$ cat config.mk
export PLATFORM = sky130hd
export DESIGN_NAME = fetch_stage
export DESIGN_NICKNAME = d
export VERILOG_FILES = /design/src/rtl/mips_pkg.sv /design/src/rtl/rt_use_decode.sv /design/src/rtl/fetch_stage.sv
export SDC_FILE = /design/constraint.sdc
export NUM_CORES = 1
export LEC_CHECK = 0
export BUFFER_PORTS_ARGS = -buffer_cell sky130_fd_sc_hd__buf_2
export CORE_MARGIN = 3
export CORE_UTILIZATION = 45
export DETAILED_ROUTE_END_ITERATION = 10
export GPL_TIMING_DRIVEN = 0
export PLACE_DENSITY = 0.85
export SETUP_SLACK_MARGIN = 0.2
export SYNTH_ARGS = -nofsm -noshare
export SYNTH_HDL_FRONTEND = slang
export SYNTH_HIERARCHICAL = 1
export SYNTH_SLANG_ARGS = --single-unit
$ cat constraint.sdc
create_clock -name CLK -period 2.3 [get_ports CLK]
set_clock_uncertainty 0.15 [all_clocks]
set_input_delay 0.23 -clock CLK [delete_from_list [all_inputs] [get_ports CLK]]
set_output_delay 0.23 -clock CLK [all_outputs]
set_load 0.1 [all_outputs]
$ cat src/rtl/mips_pkg.sv
// Shared MIPS core definitions: opcode/funct encodings, special instruction
// words and the fetch-stage state type.
package mips_pkg;

  localparam logic [5:0] R_TYPE = 6'h00;
  localparam logic [5:0] J      = 6'h02;
  localparam logic [5:0] JAL    = 6'h03;
  localparam logic [5:0] BEQ    = 6'h04;
  localparam logic [5:0] BNE    = 6'h05;
  localparam logic [5:0] ADDI   = 6'h08;
  localparam logic [5:0] ADDIU  = 6'h09;
  localparam logic [5:0] SLTI   = 6'h0A;
  localparam logic [5:0] SLTIU  = 6'h0B;
  localparam logic [5:0] ANDI   = 6'h0C;
  localparam logic [5:0] ORI    = 6'h0D;
  localparam logic [5:0] XORI   = 6'h0E;
  localparam logic [5:0] LUI    = 6'h0F;
  localparam logic [5:0] LB     = 6'h20;
  localparam logic [5:0] LH     = 6'h21;
  localparam logic [5:0] LWL    = 6'h22;
  localparam logic [5:0] LW     = 6'h23;
  localparam logic [5:0] LBU    = 6'h24;
  localparam logic [5:0] LHU    = 6'h25;
  localparam logic [5:0] SW     = 6'h2B;

  localparam logic [5:0] JR     = 6'h08;

  localparam logic [31:0] NOP_WORD  = 32'h0000_0000;
  localparam logic [31:0] HALT_WORD = 32'hFFFF_FFFF;

  typedef enum logic [1:0] {
    RUN,
    DRAIN,
    HALTED
  } fetch_state_t;

endpackage

$ cat src/rtl/rt_use_decode.sv
// Flags instructions whose rt field is not a source operand (or bubbles),
// so hazard detection can ignore rt for them.
module rt_use_decode
  import mips_pkg::*;
(
  input  logic       valid,
  input  logic [5:0] op,
  input  logic [5:0] funct,
  output logic       invalid_rt
);

  always_comb begin
    invalid_rt = 1'b0;
    if (!valid) begin
      invalid_rt = 1'b1;
    end else begin
      case (op)
        J, JAL,
        ADDI, ADDIU, SLTI, SLTIU, ANDI, ORI, XORI, LUI,
        LB, LH, LWL, LW, LBU, LHU: invalid_rt = 1'b1;
        R_TYPE:                    invalid_rt = (funct == JR);
        default:                   invalid_rt = 1'b0;
      endcase
    end
  end

endmodule

$ cat src/rtl/fetch_stage.sv
// Instruction fetch and IF/ID pipeline register with halt-drain control
// and a saturating PC-stall cycle counter.
module fetch_stage #(
  parameter logic [31:0] RESET_PC  = 32'h0000_0000,
  parameter logic [31:0] HALT_WORD = mips_pkg::HALT_WORD,
  parameter logic [31:0] NOP_WORD  = mips_pkg::NOP_WORD
) (
  input  logic        CLK,
  input  logic        RST_N,
  input  logic        PC_Stall,
  input  logic        IF_ID_Stall,
  input  logic        IF_ID_Flush,
  input  logic [31:0] Redirect_Target,
  output logic [31:0] IMem_Addr,
  input  logic [31:0] IMem_Data,
  output logic [31:0] IF_ID_Instr,
  output logic [31:0] IF_ID_PCPlus4,
  output logic        IF_ID_Valid,
  output logic [5:0]  IF_ID_OP,
  output logic [5:0]  IF_ID_Funct,
  output logic [4:0]  IF_ID_RS,
  output logic [4:0]  IF_ID_RT,
  output logic        IF_ID_invalidRt,
  output logic        Halted,
  output logic [31:0] Stall_Count
);
  import mips_pkg::*;

  fetch_state_t state;
  logic [31:0]  pc;
  logic [31:0]  pc_plus4;
  logic         ifid_load;

  assign pc_plus4  = pc + 32'd4;
  assign IMem_Addr = pc;
  assign ifid_load = (state == RUN) && !IF_ID_Stall && !IF_ID_Flush;

  always_ff @(posedge CLK or negedge RST_N) begin
    if (!RST_N) begin
      pc            <= RESET_PC;
      IF_ID_Instr   <= NOP_WORD;
      IF_ID_PCPlus4 <= '0;
      IF_ID_Valid   <= 1'b0;
      state         <= RUN;
      Halted        <= 1'b0;
      Stall_Count   <= '0;
    end else begin
      // A stall outranks a flush; a flush in DRAIN squashes a wrong-path halt.
      if (state == RUN) begin
        if (!PC_Stall) pc <= IF_ID_Flush ? Redirect_Target : pc_plus4;
      end else if (state == DRAIN && IF_ID_Flush && !IF_ID_Stall) begin
        pc <= Redirect_Target;
      end

      if (!IF_ID_Stall) begin
        if (ifid_load) begin
          IF_ID_Instr   <= IMem_Data;
          IF_ID_PCPlus4 <= pc_plus4;
          IF_ID_Valid   <= 1'b1;
        end else begin
          IF_ID_Instr   <= NOP_WORD;
          IF_ID_PCPlus4 <= '0;
          IF_ID_Valid   <= 1'b0;
        end
      end

      case (state)
        RUN: begin
          if (ifid_load && IMem_Data == HALT_WORD) state <= DRAIN;
        end
        DRAIN: begin
          if (!IF_ID_Stall) begin
            if (IF_ID_Flush) begin
              state <= RUN;
            end else begin
              state  <= HALTED;
              Halted <= 1'b1;
            end
          end
        end
        default: ;
      endcase

      if (state == RUN && PC_Stall && Stall_Count != '1)
        Stall_Count <= Stall_Count + 32'd1;
    end
  end

  assign IF_ID_OP    = IF_ID_Instr[31:26];
  assign IF_ID_RS    = IF_ID_Instr[25:21];
  assign IF_ID_RT    = IF_ID_Instr[20:16];
  assign IF_ID_Funct = IF_ID_Instr[5:0];

  rt_use_decode u_rt_use_decode (
    .valid      (IF_ID_Valid),
    .op         (IF_ID_OP),
    .funct      (IF_ID_Funct),
    .invalid_rt (IF_ID_invalidRt)
  );

endmodule

-- Word level (Yosys, flattened, before mapping)
Cells that the tools add are included.
- add/sub/neg operators: 2
- multipliers: 0
- divide/modulo/power cells: 0
- order comparisons: 0
- eq/ne operators: 23
- shifts and indexed selects: 0
- mux-type cells: 13
- bitwise operators: 2
- reduce and logical (&&, ||, !) cells: 17
- operator list (operator ; count):
    32-bit 2-to-1 mux ; 6
    6-bit by 4-bit == test with 1-bit output (second input constant) ; 9
    6-bit == test (second input constant) ; 6
    32-bit by 1-bit adder with 32-bit output (second input constant) ; 1
    32-bit by 3-bit adder with 32-bit output (second input constant) ; 1
    32-bit == test (second input constant) ; 1
    32-bit inequality test (second input constant) ; 1
    16-bit OR reduction ; 1
    6-bit by 2-bit == test with 1-bit output (second input constant) ; 2
    1-bit logical AND ; 7
    6-bit logical NOT ; 1
    2-bit 2-to-1 mux ; 3
    3-bit AND reduction ; 2
    2-bit inequality test (second input constant) ; 2
    2-bit one-hot mux with 2 select lines ; 1
    2-bit nonzero test ; 2
    2-bit by 1-bit == test with 1-bit output (second input constant) ; 1
    1-bit logical NOT ; 2
    2-bit logical NOT ; 1
    1-bit 2-to-1 mux ; 2
    2-bit by 1-bit inequality test with 1-bit output (second input constant) ; 1
    1-bit NOT ; 2
    1-bit one-hot mux with 2 select lines ; 1
    2-bit AND reduction ; 1
- register bits: 132
- bits in latches: 0
- memory bits (writable): 0
- ROM bits: 0
- input port bits: 69
- output and inout port bits: 153
- logic and storage cells: 64
- memories kept: 0

-- Longest topological paths before layout
Gate-level depths: netlist of run 1.
- depth after elaboration: 6
- gate-level depth with buffers: 8
- depth with buffers taken out: 6

-- Cells and area by module
The synthesis of run 1 kept the hierarchy.
- modules (own cells, without submodules) (module ; instances ; cells each ; area an instance (µm²) ; sequential area each (µm²)):
    fetch_stage ; 1 ; 696 ; 6551.3 ; 3303.2
    rt_use_decode ; 1 ; 9 ; 63.8 ; 0.0

-- Least setup slack after synthesis of run 1
OpenSTA, ideal clock, no wires.
- path type: reg-to-output
- start: register IF_ID_Instr[31]
- end: output port IF_ID_invalidRt
- arrival time: 2774 ps
- data required time: 1920 ps
- slack: -854 ps
- cell stages (with the launch flop): 4
- path buffers: 0
- cells stage by stage: dfrtp_1 -> nor2b_1 -> o31ai_2 -> o211ai_1
- longest elaborated chain between the ends: 4
- elaborated cells between the ends (all ways): 20
- those cells by class: eq/ne (16); mux (2); reduce/logical (2)
- ends and longest elaborated chain (element ; line ; text):
    from (decl) ; fetch_stage.sv:16 ; output logic [31:0] IF_ID_Instr,
    from (signal assigned) ; fetch_stage.sv:57 ; IF_ID_Instr <= IMem_Data;
    6-bit by 2-bit == test with 1-bit output (tied with other cells) ; rt_use_decode.sv:17 ; case (op)
    16-bit OR reduction ; rt_use_decode.sv:17 ;
    1-bit one-hot mux with 2 select lines (*) ; rt_use_decode.sv:17 ;
    1-bit 2-to-1 mux (*) ; rt_use_decode.sv:14 ; if (!valid) begin
    to (decl) ; fetch_stage.sv:23 ; output logic IF_ID_invalidRt,
Every way passes the cells marked *; elsewhere a longest branch is shown, timed or not.

-- Worst setup path after layout of run 1
- start: register Stall_Count[1]
- end: register Stall_Count[4]
- longest elaborated chain between the ends: 2
- elaborated cells between the ends (all ways): 3
- those cells by class: add/sub (1); eq/ne (1); reduce/logical (1)
- ends and longest elaborated chain (element ; line ; text):
    from (decl) ; fetch_stage.sv:25 ; output logic [31:0] Stall_Count
    from (signal assigned) ; fetch_stage.sv:85 ; Stall_Count <= Stall_Count + 32'd1;
    branches (longest 2 deep; another with 32-bit by 1-bit adder with 32-bit output) ; n/a ;
Several ways; the timed one is not identified.
A chain may end at the register's enable or synchronous reset.

==> results by group, run 1 <==
Die
  • Boundary pin count: 222
  • Area of the core: 14100 um^2
  • Row cnt: 43
  • Initial Util: 0.468
  • Die area: 16200 um^2
  • Die Wd: 127 um
  • Die height: 127 um

Clock tree
  • Root Buffer: clkbuf_16
  • Num Clock Sinks: 132
  • CTS buffer count: 17
  • Worst-Skew Late Latency: 0.42 ns
  • Reg clk slew, reported paths: 0.06 ns
  • Htree depth: 4
  • CTS tree: built
  • Longest Clk Path Bufs: 2

Synthesis
  • Mean Syn Cell Area: 9.38 um^2
  • Mapped Nets: 776
  • Seq/Total Area, Yosys: 0.499
  • #FFs+latches synth: 132
  • Netlist cell types: 48
  • Prevailing post-synth register cell: dfrtp_1
  • Post-synth EDFFs: 0
  • Cell count after synthesis: 705
  • Yosys warns: 6
  • Mapped Area: 6620 um^2
  • Async set-reset flop share out of synthesis: 1.00

Drt
  • Total Routed Length: 23.7 mm
  • DR vias: 7112
  • Vias/cell: 5.77
  • Routed WL per cell: 19.2 um
  • # DRC: 0
  • Starting DRT DRC Count: 743
  • DRT antenna net count: 0
  • Drt first pass iters: 5

STA
  • Relative slew slack: 0.348
  • Setup violators final: 0
  • Fin crit share: 0.983
  • Slew @ Worst Pin: 0.969 ns
  • Highest clock rate: 442 MHz
  • Final Worst Setup Slack: 0.0387 ns
  • Max Slew Vio Count: 0
  • Unrepaired setup endpoints after global routing: true
  • Hold Violations, Final: 0
  • Final Critical Period: 2.26 ns

Pwr
  • NetSw: 4.20 mW
  • Cell Pwr Density: 956 nW/um^2
  • Logic pwr share: 0.382
  • Total Power: 9.69 mW
  • Max VDD drop: 0.00122 V
  • Reg power frac: 0.304
  • Pleak: 4.80 nW
  • Clock power share: 0.314
  • Switch share: 0.433
  • P_int: 5.49 mW

Final layout
  • Area grow syn2layout: 53.3%
  • Share of layout cells above drive strength 1: 0.444
  • Nets@finish: 1109
  • Commonest non-fill, non-tap cell in the layout: buf_2
  • Fillers: 957
  • Most frequent cells in the layout: buf_2 (222), nand2_1 (121), dfrtp_1 (71)

Job
  • Max Cap Violations: 0

Run status
  • Status: finished, final reports clean

GRT
  • First-pass GRT wire length: 36.2 mm
  • Routing usage on met3: 0.0535
  • Largest net degree at the start of global routing: 69
  • Vias in the first global route: 6917
  • Gr usage total: 0.280
  • Initial antenna violation count: 1
  • Busiest grt layer: met2
  • Met2 Track Usage GR: 0.451
  • Global route overflow: 0
  • GR Util met1: 0.360

Setup path
  • Flop2flop setup slack: 0.04 ns
  • R2R Path Start: Stall_Count[1]$_DFFE_PN0P_
  • Crit path launch type: flip-flop
  • Crit end category: flip-flop
  • Max stage delay cell, worst path: or4_1
  • WS Path Type: flip-flop to flip-flop
  • Critical path required time: 2.49 ns
  • CP endpoint: Stall_Count[4]$_DFFE_PN0P_
  • Worst Setup SP: Stall_Count[1]$_DFFE_PN0P_
  • Critical path data arrival time: 2.45 ns
  • Critical-path maximum fanout: 4
  • Worst R2R Path Depth: 8
  • R2R Path End: Stall_Count[4]$_DFFE_PN0P_
  • Crit path largest cell delay: 0.45 ns
  • Critical path cell sequence: ha_4 -> nand4_1 -> or4_1 -> buf_6 -> o31a_1 -> buf_6 -> nand4_1 -> xnor2_1

Place
  • Pre-CTS setup slack: -0.694 ns
  • Final Wtd Congestion: 0.873
  • Post-DP HPWL: 15.0 mm
  • Port bufs: 221

Hold path
  • Worst hold path type: input port to flip-flop
area by class of cell:
cell class                 count  area (um^2)  area share
buffer                        66          443      0.0437
multi-input combinational    501         3340       0.329
antenna                        1         2.50    0.000247
clock inverter                10          175      0.0173
tap                          180          225      0.0222
timing repair buffer         314         1980       0.195
clock buffer                  22          484      0.0478
inverter                       6         22.5     0.00222
sequential                   132         3470       0.342
flip-flops by register name, summed over array words and instances, names as in the netlist:
name / count
IMem_Addr: 32
IF_ID_Instr: 32
Halted: 1
Stall_Count: 32
IF_ID_Valid: 1
state: 2
IF_ID_PCPlus4: 32
critical path: cells and delay by family, from the launching register on:
family | cells | cell delay [ns]
simple gates | 3 | 0.70
flops | 1 | 0.42
compound gates | 1 | 0.33
buf+inv | 2 | 0.31
fa+ha+maj | 1 | 0.13
xor+xnor | 1 | 0.13
logic make-up (layout without fill, tap and decap cells):
logic type | after synthesis | after routing | synth area share
muxes | 2 | 2 | 0.00322
DFF | 132 | 132 | 0.499
other | 0 | 1 | 0
buffers and inverters | 72 | 418 | 0.0547
adders and majority gates | 2 | 2 | 0.00378
xor gates and xnor gates | 58 | 58 | 0.0768
and+or+nand+nor | 275 | 275 | 0.201
AOI/OAI and AO/OA | 164 | 164 | 0.161
how the worst min path moves through the flow:
stage	startpoint	to	slack, ns	depth (start not counted)
after floorplan	RST_N	Halted$_DFFE_PN0P_	-0.22	0
after global placement	Halted$_DFFE_PN0P_	Halted$_DFFE_PN0P_	0.30	1
after detailed placement	RST_N	IF_ID_PCPlus4[12]$_DFFE_PN0N_	0.12	1
after CTS	Redirect_Target[27]	IMem_Addr[27]$_DFFE_PN0P_	0.002	3
after global routing	Redirect_Target[27]	IMem_Addr[27]$_DFFE_PN0P_	0.01	3
final	Redirect_Target[27]	IMem_Addr[27]$_DFFE_PN0P_	0.006	3
cells in the mapped netlist, types with 2 or more instances:
master / count / area share
xnor2_1: 43 / 0.057
nor4_1: 11 / 0.010
nand2_1: 127 / 0.072
a31oi_1: 2 / 0.0019
a22oi_1: 4 / 0.0045
dfrtp_1: 132 / 0.50
clkbuf_1: 40 / 0.023
nor3_1: 9 / 0.0068
o22ai_1: 19 / 0.018
o2bb2ai_1: 2 / 0.0026
nor4b_1: 2 / 0.0026
nand3_1: 28 / 0.021
and3_1: 15 / 0.014
and4_1: 4 / 0.0053
o31ai_1: 6 / 0.0068
ha_1: 2 / 0.0038
o21ai_0: 50 / 0.038
a21oi_1: 31 / 0.023
nand2b_1: 2 / 0.0019
a21o_1: 3 / 0.0034
a22o_1: 22 / 0.029
nor2_1: 23 / 0.013
o41ai_1: 2 / 0.0026
buf_1: 2 / 0.0011
a2bb2oi_1: 18 / 0.024
buf_4: 22 / 0.025
inv_1: 6 / 0.0034
o211ai_1: 2 / 0.0023
or2_2: 3 / 0.0028
and2_1: 4 / 0.0038
nor3b_1: 2 / 0.0023
nand4_1: 34 / 0.032
or3_1: 4 / 0.0038
xor2_1: 15 / 0.020
per-layer routing:
layer / up-vias / routed length [um]
li1: 3178 / -
met1: 3431 / 9320
met2: 424 / 11700
met3: 79 / 1700
met4: 0 / 937
met5: - / 0
timing repair:
| item | in CTS | in global routing |
|---|---|---|
| gates cloned | 1 | 2 |
| buffers inserted | 24 | 20 |
| setup endpoints to repair | 121 | 90 |
| resized for setup | 44 | 57 |
| hold buffers | 45 | 0 |
| pin swaps | 19 | 42 |
| hold endpoints to repair | 109 | 0 |
per-stage QoR:
stage / area (um^2) / util / hold slack [ns] / instances / TNS, ns
floorplan: 6970 / - / -0.216 / 705 / -1.31
global placement: 8300 / 0.586 / 0.298 / 1106 / -181.28
detailed placement: 8330 / 0.589 / 0.122 / 1107 / -39.59
CTS: 9780 / 0.691 / 0.00157 / 1209 / 0
global route: 10100 / 0.717 / 0.0150 / 1232 / -0.0994
finish: 10100 / 0.717 / 0.00595 / 1232 / 0
power groups by stage:
stage               Sequential [mW]  Combinational [mW]  Clock, mW
floorplan                      4.80               0.894          0
global placement               2.97                3.33          0
detailed placement             2.98                3.37          0
CTS                            2.92                3.55       3.06
global route                   2.99                3.83       3.16
finish                         2.95                3.70       3.04
(Power assumes the default switching activity.)
==> run 2: changes to the inputs <==
--- a/config.mk
+++ b/config.mk
@@ -10,7 +10,7 @@
 export CORE_UTILIZATION = 45
 export DETAILED_ROUTE_END_ITERATION = 10
 export GPL_TIMING_DRIVEN = 0
-export PLACE_DENSITY = 0.85
+export PLACE_DENSITY = 0.83
 export SETUP_SLACK_MARGIN = 0.2
 export SYNTH_ARGS = -nofsm -noshare
 export SYNTH_HDL_FRONTEND = slang
==> constraint.sdc (replaced) <==
create_clock -name CLK -period 2.5 [get_ports CLK]
set_clock_uncertainty 0.15 [all_clocks]
set_input_delay 0.25 -clock CLK [delete_from_list [all_inputs] [get_ports CLK]]
set_output_delay 0.25 -clock CLK [all_outputs]
set_load 0.1 [all_outputs]
==> run 2 against run 1 <==
Against the previous run: sequential share of layout area rose by 2.3 points; combinational power fell by 12%; cell area fell by 7.3%; count of clock-buffer cells in the layout rose by 2; power fell by 12%; register-to-register slack improved by 0.12 ns; critical endpoint is now Stall_Count[26]$_DFFE_PN0P_; largest power group unchanged.
==> results by group, run 2 (synthesis gave the netlist of run 1 again) <==
Final layout
  • Most frequent cells in the layout: buf_2 (220), nand2_1 (123), dfrtp_1 (80)
  • Multi-input gate area: 3050 um^2 (-8.6%)
  • Commonest non-fill, non-tap cell in the layout: buf_2
  • Area grow syn2layout: 42.0%
  • Share of layout cells above drive strength 1: 0.386 (-0.0581)
  • Seq. cell area: 3430 um^2 (-1.2%)
  • Final instance area: 9400 um^2 (-7.3%)
  • Fillers: 1060 (+11%)
  • N_diodes: 0 (-1)
  • Post-layout util: 0.664 (-0.0525)
  • Nets@finish: 1073 (-3.2%)

STA
  • Max Slew Vio Count: 0 (unchanged)
  • Relative slew slack: 0.543 (+0.195)
  • Hold Violations, Final: 0 (unchanged)
  • Unrepaired setup endpoints after global routing: true
  • Setup violators final: 0 (unchanged)
  • Slew @ Worst Pin: 0.681 ns (-0.288 ns)
  • Total negative slack: 0 ns (unchanged)
  • Fin crit share: 0.936 (-0.0471)
  • Highest clock rate: 427 MHz (-3.4%)
  • Final Critical Period: 2.34 ns (+0.0788 ns)

Drt
  • Drt first pass iters: 5 (unchanged)
  • Total Routed Length: 21.6 mm (-9.0%)
  • DR vias: 6800 (-4.4%)
  • Starting DRT DRC Count: 590 (-21%)
  • # DRC: 0 (unchanged)
  • Routed WL per cell: 18.1 um (-6.2%)
  • Vias/cell: 5.69 (-1.4%)
  • DRT antenna net count: 0 (unchanged)

Clock tree
  • Root Buffer: clkbuf_16
  • Longest Clk Path Bufs: 2 (unchanged)
  • Num Clock Sinks: 132 (unchanged)
  • Reg clk slew, reported paths: 0.06 ns (about the same)
  • Htree depth: 4 (unchanged)
  • CTS buffer count: 17 (unchanged)
  • Worst-Skew Late Latency: 0.41 ns (about the same)
  • CTS tree: built

Setup path
  • Crit path largest cell delay: 0.46 ns (about the same)
  • Critical path cell sequence: clkbuf_2 -> or3b_4 -> nor4_2 -> o211ai_1 -> nor2_1 -> xor2_1
  • Crit end category: flip-flop
  • Critical path required time: 2.69 ns (+0.20 ns)
  • WS Path Type: flip-flop to flip-flop
  • Worst Setup SP: state[0]$_DFFE_PN0P_
  • Critical-path maximum fanout: 9 (+5)
  • Critical path data arrival time: 2.53 ns (+0.08 ns)
  • Delay-heaviest family, CP: simple AND/OR/NAND/NOR gates
  • Buf/Inv on CP: 1 (-1)
  • Max stage delay cell, worst path: or3b_4
  • Crit path launch type: flip-flop
  • R2R Path Start: state[0]$_DFFE_PN0P_

Die
  • Boundary pin count: 222 (unchanged)
  • Row cnt: 43 (unchanged)
  • Die height: 127 um (unchanged)
  • Initial Util: 0.468 (unchanged)
  • Area of the core: 14100 um^2 (unchanged)
  • Die area: 16200 um^2 (unchanged)
  • Die Wd: 127 um (unchanged)

Place
  • Post-DP HPWL: 14.8 mm (-1.6%)
  • Port bufs: 221 (unchanged)
  • Final Wtd Congestion: 0.876 (+0.29%)
  • Dpl cell area: 8160 um^2 (-2.1%)

Pwr
  • P_int: 4.75 mW (-14%)
  • NetSw: 3.75 mW (-11%)
  • Pleak: 4.45 nW (-7.3%)
  • Logic pwr share: 0.383 (about the same)
  • Reg power frac: 0.318 (+0.014)
  • Switch share: 0.441 (+0.00797)
  • Max VDD drop: 0.000941 V (-23%)
  • Cell Pwr Density: 904 nW/um^2 (-5.4%)
  • Clock power share: 0.299 (-0.015)

GRT
  • Largest net degree at the start of global routing: 81 (+17%)
  • Initial antenna violation count: 0 (-1)
  • Gr usage total: 0.258 (-0.0220)
  • Vias in the first global route: 6385 (-7.7%)
  • First-pass GRT wire length: 33.3 mm (-8.2%)
  • Global route overflow: 0 (unchanged)

Run status
  • Status: finished, final reports clean

Job
  • Max Cap Violations: 0 (unchanged)

Hold path
  • Worst hold path type: input port to flip-flop
  • Hold wc startpoint: Redirect_Target[16]
==> run 2: area by class of cell <==
cell class,instances,area share
flip-flops and latches,132,0.365
multi-input cells,501,0.325
clock buffers,24,0.0513
plain buffers,64,0.0402
clock inverters,8,0.0132
well taps,180,0.0240
repair buffers,280,0.180
inverters,6,0.00240
==> run 2: final timing paths <==
| path | endpoint | slack (ns) | depth (start not counted) |
|---|---|---|---|
| hold / removal | IMem_Addr[16]$_DFFE_PN0P_ | 0.02 | 3 |
| max in group asynchronous | Stall_Count[7]$_DFFE_PN0P_ | 1.22 | 3 |
| setup / recovery | Stall_Count[26]$_DFFE_PN0P_ | 0.16 | 6 |
| min in group asynchronous | IF_ID_PCPlus4[29]$_DFFE_PN0N_ | 0.19 | 2 |
| setup reg to reg | Stall_Count[26]$_DFFE_PN0P_ | 0.16 | 6 |
| hold reg to reg | Halted$_DFFE_PN0P_ | 0.31 | 1 |
==> run 2: power by group through the flow <==
stage | clock network (mW) | logic, mW | registers, mW
final | 2.54 | 3.25 | 2.70
after global routing | 2.66 | 3.37 | 2.73
after CTS | 2.56 | 3.14 | 2.70
after detailed placement | 0 | 3.08 | 2.73
after global placement | 0 | 3.04 | 2.72
after floorplan | 0 | 0.800 | 4.40
==> run 2: worst reg2reg max path: cells and delay by family (launching register included) <==
family / cells / cell delay (ns)
compound gates: 1 / 0.30
xor+xnor: 1 / 0.15
buf+inv: 1 / 0.19
flops: 1 / 0.37
simple gates: 3 / 1.11
==> run 2: metrics by stage <==
stage               setup slack [ns]  hold slack [ns]  total power, mW  instances
global placement               -1.20            0.297             5.76       1106
floorplan                     -0.319           -0.196             5.20        705
detailed placement            -0.403           0.0798             5.81       1107
global route                  0.0143           0.0179             8.77       1195
finish                         0.160           0.0227             8.50       1195
CTS                            0.192          0.00561             8.41       1179
==> run 2: repair_timing <==
item / CTS / global route
pin swaps: 2 / 8
endpoints found under the hold margin: 91 / 0
resized for setup: 18 / 28
buffers inserted: 1 / 17
setup endpoints to repair: 90 / 97
gates cloned: 0 / 1
hold buffers: 39 / 0
==> run 2: per-layer routing <==
layer	up-vias	part of all wire	GRT usage
met5	-	0	0
met2	357	0.47	0.406
met1	3265	0.41	0.335
li1	3104	-	-
met4	0	0.039	0.121
met3	74	0.079	0.0652
==> run 3: changes to the inputs <==
==> constraint.sdc (replaced) <==
create_clock -name CLK -period 2.2 [get_ports CLK]
set_clock_uncertainty 0.15 [all_clocks]
set_input_delay 0.22 -clock CLK [delete_from_list [all_inputs] [get_ports CLK]]
set_output_delay 0.22 -clock CLK [all_outputs]
set_load 0.1 [all_outputs]
==> run 3 against run 2 <==
Against the previous run: the run now ends with setup timing left; non-clock buffer count increased by 46; hold slack worse by 0.019 ns; global-route usage increased by 2.9 points; worst setup slack got worse by 0.20 ns; wire length grew 12%; register-to-register slack got worse by 0.20 ns; count of clock-buffer cells in the layout up 4; power increased by 15%; maximum frequency is 4.4% higher; die area did not move.
==> results by group, run 3 (synthesis gave the netlist of run 1 again) <==
Clock tree
  • CTS tree: built
  • Longest Clk Path Bufs: 2 (unchanged)
  • Worst-Skew Late Latency: 0.43 ns (+0.02 ns)
  • Num Clock Sinks: 132 (unchanged)
  • Htree depth: 4 (unchanged)
  • Root Buffer: clkbuf_16
  • CTS buffer count: 17 (unchanged)
  • Reg clk slew, reported paths: 0.06 ns (about the same)

GRT
  • Largest net degree at the start of global routing: 82 (+1.2%)
  • Initial antenna violation count: 1 (+1)
  • Vias in the first global route: 7036 (+10%)
  • Gr usage total: 0.286 (+0.0288)
  • Global route overflow: 0 (unchanged)
  • First-pass GRT wire length: 36.9 mm (+11%)

Drt
  • Drt first pass iters: 5 (unchanged)
  • DR vias: 7174 (+5.5%)
  • Total Routed Length: 24.2 mm (+12%)
  • Vias/cell: 5.78 (+1.5%)
  • # DRC: 0 (unchanged)
  • Routed WL per cell: 19.5 um (+8.1%)
  • DRT antenna net count: 0 (unchanged)
  • Starting DRT DRC Count: 758 (+28%)

Setup path
  • Critical path data arrival time: 2.42 ns (-0.11 ns)
  • Crit end category: flip-flop
  • Critical path cell sequence: ha_4 -> nand4_1 -> or4_4 -> buf_6 -> buf_6 -> or3_4 -> nor3_4 -> xnor2_1
  • WS Path Type: flip-flop to flip-flop
  • Critical-path maximum fanout: 4 (-5)
  • Critical path required time: 2.38 ns (-0.31 ns)
  • Crit path largest cell delay: 0.44 ns (-0.02 ns)
  • Flop2flop setup slack: -0.04 ns (-0.20 ns)
  • Crit path launch type: flip-flop
  • Crit-path most repeated cell: buf_6
  • Max stage delay cell, worst path: or4_4

STA
  • Highest clock rate: 446 MHz (+4.4%)
  • Relative slew slack: 0.588 (+0.0452)
  • Final Critical Period: 2.24 ns (-0.0996 ns)
  • Setup violators final: 7 (+7)
  • Hold Violations, Final: 0 (unchanged)
  • Final Worst Setup Slack: -0.0405 ns (-0.200 ns)
  • Hold WS: 0.00424 ns (-0.0185 ns)
  • Slew @ Worst Pin: 0.618 ns (-0.0625 ns)
  • Fin crit share: 1.02 (+0.0824)
  • Unrepaired setup endpoints after global routing: true
  • Max Slew Vio Count: 0 (unchanged)

Die
  • Row cnt: 43 (unchanged)
  • Die Wd: 127 um (unchanged)
  • Die height: 127 um (unchanged)
  • Die area: 16200 um^2 (unchanged)
  • Initial Util: 0.468 (unchanged)
  • Boundary pin count: 222 (unchanged)
  • Area of the core: 14100 um^2 (unchanged)

Place
  • Pre-CTS setup slack: -0.437 ns (-0.0335 ns)
  • Placed Instances: 1107 (unchanged)
  • Port bufs: 221 (unchanged)
  • Dpl cell area: 8420 um^2 (+3.3%)
  • Final Wtd Congestion: 0.850 (-3.0%)
  • Post-DP HPWL: 14.9 mm (+0.68%)

Final layout
  • Post-layout util: 0.740 (+0.0757)
  • Nets@finish: 1119 (+4.3%)
  • Area grow syn2layout: 58.2%
  • Most frequent cells in the layout: buf_2 (223), nand2_1 (117), dfrtp_1 (71)
  • Commonest non-fill, non-tap cell in the layout: buf_2
  • Share of layout cells above drive strength 1: 0.472 (+0.0860)
  • Final instance area: 10500 um^2 (+11%)
  • Layout Cells excl Fill: 1242 (+3.9%)

Run status
  • Status: complete, but fails checks
  • Failing checks: setup timing

Job
  • Max Cap Violations: 0 (unchanged)

Pwr
  • Pleak: 4.87 nW (+9.6%)
  • Max VDD drop: 0.00142 V (+51%)
  • Cell Pwr Density: 937 nW/um^2 (+3.7%)

Hold path
  • Worst hold path type: input port to flip-flop
[run 3: cell types whose count changed in the layout (fill, tap and decap cells not counted), moves of 9 or more]
| cell | before | now |
|---|---|---|
| dlygate4sd3_1 | 39 | 54 |
| clkbuf_2 | 18 | 9 |
| dfrtp_1 | 80 | 71 |
| a21oi_2 | 1 | 11 |
| dfrtp_4 | 23 | 44 |
| a21oi_1 | 30 | 18 |
| dfrtp_2 | 29 | 17 |
| buf_4 | 39 | 64 |
| nand3_1 | 27 | 16 |
[run 3: area by class of cell]
type                       instances  area [um^2]
sequential                       132         3490
antenna                            1         2.50
clock buffer                      28          537
clock inverter                     4         45.0
buffer                            66          483
timing repair buffer             324         2090
multi-input combinational        501         3560
inverter                           6         26.3
fill                             913         3680
tap                              180          225
[run 3: per-layer routing]
metal | routed length, um | share of wire | track usage | vias to the layer above
met5 | 0 | 0 | 0 | -
met4 | 1040 | 0.043 | 0.137 | 0
met3 | 1880 | 0.078 | 0.0539 | 83
met2 | 11900 | 0.49 | 0.471 | 437
met1 | 9420 | 0.39 | 0.365 | 3455
li1 | - | - | - | 3199
[run 3: path summary, 6_finish.rpt]
check | start | end | cells past startpoint
max | Stall_Count[1]$_DFFE_PN0P_ | Stall_Count[28]$_DFFE_PN0P_ | 8
min | Redirect_Target[8] | IMem_Addr[8]$_DFFE_PN0P_ | 3
max reg2reg | Stall_Count[1]$_DFFE_PN0P_ | Stall_Count[28]$_DFFE_PN0P_ | 8
min reg2reg | Stall_Count[31]$_DFFE_PN0P_ | Stall_Count[31]$_DFFE_PN0P_ | 1
max in group asynchronous | RST_N | Stall_Count[19]$_DFFE_PN0P_ | 3
min in group asynchronous | RST_N | IMem_Addr[3]$_DFFE_PN0P_ | 2
[run 3: through the flow]
stage / power, mW / TNS [ns]
2_1_floorplan: 5.97 / -3.52
3_3_place_gp: 6.60 / -184.53
3_5_place_dp: 6.65 / -25.52
4_1_cts: 9.63 / -0.347
5_1_grt: 10.2 / -1.28
6_report: 9.81 / -0.113
[run 3: critical path, delay by kind of cell (launching register included)]
kind	cells	cell delay, ns
flops	1	0.43
buf+inv	2	0.25
fa+ha+maj	1	0.13
simple gates	4	1.06
xor+xnor	1	0.13
[run 3: repair_timing]
item,CTS,global route
hold buffers,54,0
pin swaps,22,37
buffers inserted,32,13
setup endpoints to repair,124,95
gates cloned,3,0
resized for setup,58,85
hold endpoints to repair,105,0
[run 3: power by group]
| part | switching, mW | internal (mW) | leakage, nW |
|---|---|---|---|
| Sequential | 0.333 | 2.76 | 1.59 |
| Clock | 1.03 | 1.76 | 0.290 |
| Combinational | 3.04 | 0.884 | 2.99 |
